--- src/rtl/dhbs.sv ---
// dhbs: four-bit up/down wrap-around counter stepped by a programmable clock prescaler
module dhbs #(
  parameter int CLK_DIV = 1,
  parameter int MODULUS = 16
) (
  input  logic       dhbs_clk,
  input  logic       dhbs_rst,
  input  logic       dhbs_sel,
  output logic [3:0] dhbs_q
);
  localparam int PW = (CLK_DIV > 1) ? $clog2(CLK_DIV) : 1;
  localparam logic [PW-1:0] PC_TOP = PW'(CLK_DIV - 1);
  localparam logic [3:0] CNT_TOP = 4'(MODULUS - 1);
  if (CLK_DIV < 1 || CLK_DIV > 2**24 || MODULUS < 2 || MODULUS > 16) begin : g_bad_param
    $fatal(1, "dhbs: illegal CLK_DIV or MODULUS");
  end
  logic [PW-1:0] pc_q, pc_d;
  logic [3:0] cnt_q, cnt_d;
  logic tick;
  always_comb begin
    tick = (pc_q == PC_TOP);
    pc_d = tick ? '0 : pc_q + PW'(1);
    cnt_d = !tick ? cnt_q :
            dhbs_sel ? ((cnt_q == CNT_TOP) ? 4'd0 : cnt_q + 4'd1) :
                       ((cnt_q == 4'd0) ? CNT_TOP : cnt_q - 4'd1);
  end
  always_ff @(posedge dhbs_clk or negedge dhbs_rst) begin
    if (!dhbs_rst) begin
      pc_q <= '0;
      cnt_q <= 4'd0;
    end else begin
      pc_q <= pc_d;
      cnt_q <= cnt_d;
    end
  end
  assign dhbs_q = cnt_q;
endmodule

--- config.mk ---
export PLATFORM = sky130hd
export DESIGN_NAME = dhbs
export DESIGN_NICKNAME = d
export VERILOG_FILES = /design/src/rtl/dhbs.sv
export SDC_FILE = /design/constraint.sdc
export NUM_CORES = 1
export LEC_CHECK = 0
export ABC_AREA = 1
export CAP_MARGIN = 10
export CORE_AREA = 2 2 39 41
export DETAILED_ROUTE_END_ITERATION = 6
export DIE_AREA = 0 0 41 43
export SYNTH_ARGS = -nofsm -noshare
export SYNTH_HDL_FRONTEND = slang
export SYNTH_SLANG_ARGS = --single-unit
--- constraint.sdc ---
create_clock -name dhbs_clk -period 1.32 [get_ports dhbs_clk]
set_clock_uncertainty 0.05 [all_clocks]
set_input_delay 0.264 -clock dhbs_clk [delete_from_list [all_inputs] [get_ports dhbs_clk]]
set_output_delay 0.264 -clock dhbs_clk [all_outputs]
set_load 0.03 [all_outputs]
==> metrics <==
status=completed; Slew HR=between 80% and 90%; max reg flops=4; Worst path depth=6; setup repair bufs after CTS=0; # DRC=0; Worst path max stage delay=just under 0.4 ns; Cell Rows=14; max-slew violations=0; initial DRC count=5; Initial Util=roughly 18%; Post-Syn Area per Cell=approximately 7.5 µm²; critical path peak fanout=5; Distinct cells, synth=9; chip height=43 µm; Max IR drop VDD=between 0.0007 and 0.0008 V; Worst setup EP type=register; post-cts resize count=0; Skew-Pair Late Insertion Delay=roughly 0.23 ns; Synth-to-Final Area Change=42.6%; drt pass-1 iters=4; Total Routed Length=~500 µm; synth top area cells=dfrtp_1 41%, nand2_1 14%, ha_1 10%; Final Hold Vio Count=0; total power=just under 1 mW; reg2reg setup slack=roughly 0.12 ns; Core Area=approximately 1400 µm²; Tightest Hold Check Type=in2async; Mapped Cells=33; grt ovf=0; maxcap violations=0; Synth top area share=40.6%; Syn Nets=38; post-route minimum period=1.20 ns; Die ar.=between 1500 and 2000 µm²; CP Buf/Inv Count=1; sequential element share of the synthesized area=between 40% and 50%; vias per inst=about 3.9; layout cells sized above 1=between 20% and 30%; Leak=0.184 nW; commonest non-fill, non-tap cells in the layout=9 x nand2_1, 5 x inv_1, 5 x nand3_1, 5 x buf_4; vias in the first global route=233; Final ANT Viol Nets=0; via count=about 240; Max Root-Sink Buffers=2; Power Density=about 2800 nW/µm²; nets=50; CP Class=reg2reg; cell count of the worst reg-to-reg path=6; Post-Syn Area=~250 µm²; post-DP HPWL=between 400 and 500 µm; DIE WIDTH=roughly 41 µm; YS warnings=0; CP required=roughly 1.4 ns; wire length per cell=8.37 µm; # IOs=7; Critical Path, Cell by Cell=inv_1, ha_1, a21oi_1, nand2_1, nand3_1, nand2_1; placed insts=56; Slew @ Worst Pin=approximately 0.20 ns; total track usage=7.35%; Synth area leader=dfrtp_1; hold buffers post-CTS=0; CTS root buf=clkbuf_4; routability cong.=around 0.72; leading cell type in the layout, fill and taps excluded=nand2_1; post-synthesis register bit count=4; first-pass GRT wire length=between 800 and 900 µm; pin count of the biggest net entering global routing=7; Clock Sink Count=4; RSZ-0062 raised after global routing=false; Final period util=between 90% and 100%; Fmax=slightly above 800 MHz; non-filler cells, final=60; clock slew at reported path FFs=about 0.04 ns; worst endpoint data arrival time=approximately 1.3 ns; Setup crit start kind=register; critical path's top delay family=flip-flops; most used cell, CP=nand2_1; number of CTS-inserted buffers=3; Port Buffers=6; diode count=0; hold slack=roughly 0.18 ns; CTS tree=built; initial antenna violation count=0; slowest CP cell=dfrtp_2; total negative slack=0 ns; final setup vio count=0; H-Tree Depth=1
## layer usage
layer  vias to the layer above  global-route usage, %  routed length, µm
li1                        124                      -                  -
met1                       103                   9.09                242
met2                         8                   9.38                226
met3                         0                   1.57                 33
met4                         0                   8.00                  0
met5                         -                      0                  0
## path summary, 6_finish.rpt
| path | start | end |
|---|---|---|
| max in group asynchronous | dhbs_rst | dhbs_q[0] |
| min reg2reg | dhbs_q[0] | dhbs_q[0] |
| min | dhbs_rst | dhbs_q[3] |
| max | dhbs_q[0] | dhbs_q[3] |
| max reg2reg | dhbs_q[0] | dhbs_q[3] |
| min in group dhbs_clk | dhbs_q[0] | dhbs_q[0] |
## through the flow
stage / cell area (µm²) / setup slack (ns) / utilization, %
finish: 352 / 0.115 / 25.4
global route: 352 / 0.0503 / 25.4
CTS: 352 / 0.109 / 25.4
detailed placement: 325 / 0.00599 / 23.5
global placement: 325 / 0.00703 / 23.5
floorplan: 248 / 0.0503 / -
## Yosys cell counts
library cell and number:
a21oi_1 3, dfrtp_1 4, ha_1 2, inv_1 5, nand2_1 9, nand3_1 5
nor2_1 3, xnor2_1 1, xor2_1 1
## cell type report
class / count / area (µm²)
Tap cell: 16 / 20.0
Multi-Input combinational cell: 24 / 128
Sequential cell: 4 / 101
Fill cell: 158 / 1030
Inverter: 5 / 18.8
Timing Repair Buffer: 7 / 57.6
Clock buffer: 4 / 26.3
## logic make-up after synthesis
logic type                 count (synthesis)  synth area share, %
AOI/OAI and AO/OA                          3                 6.09
xor gates and xnor gates                   2                 7.11
adders and majority gates                  2                 10.2
buffers and inverters                      5                 7.62
DFF                                        4                 40.6
and+or+nand+nor                           17                 28.4
## power breakdown
group          total (mW)  switching, mW  internal [mW]
logic               0.528          0.318          0.210
registers           0.284         0.0906          0.194
clock network       0.163         0.0491          0.113
Note: power is estimated with default switching activity, not from simulation.
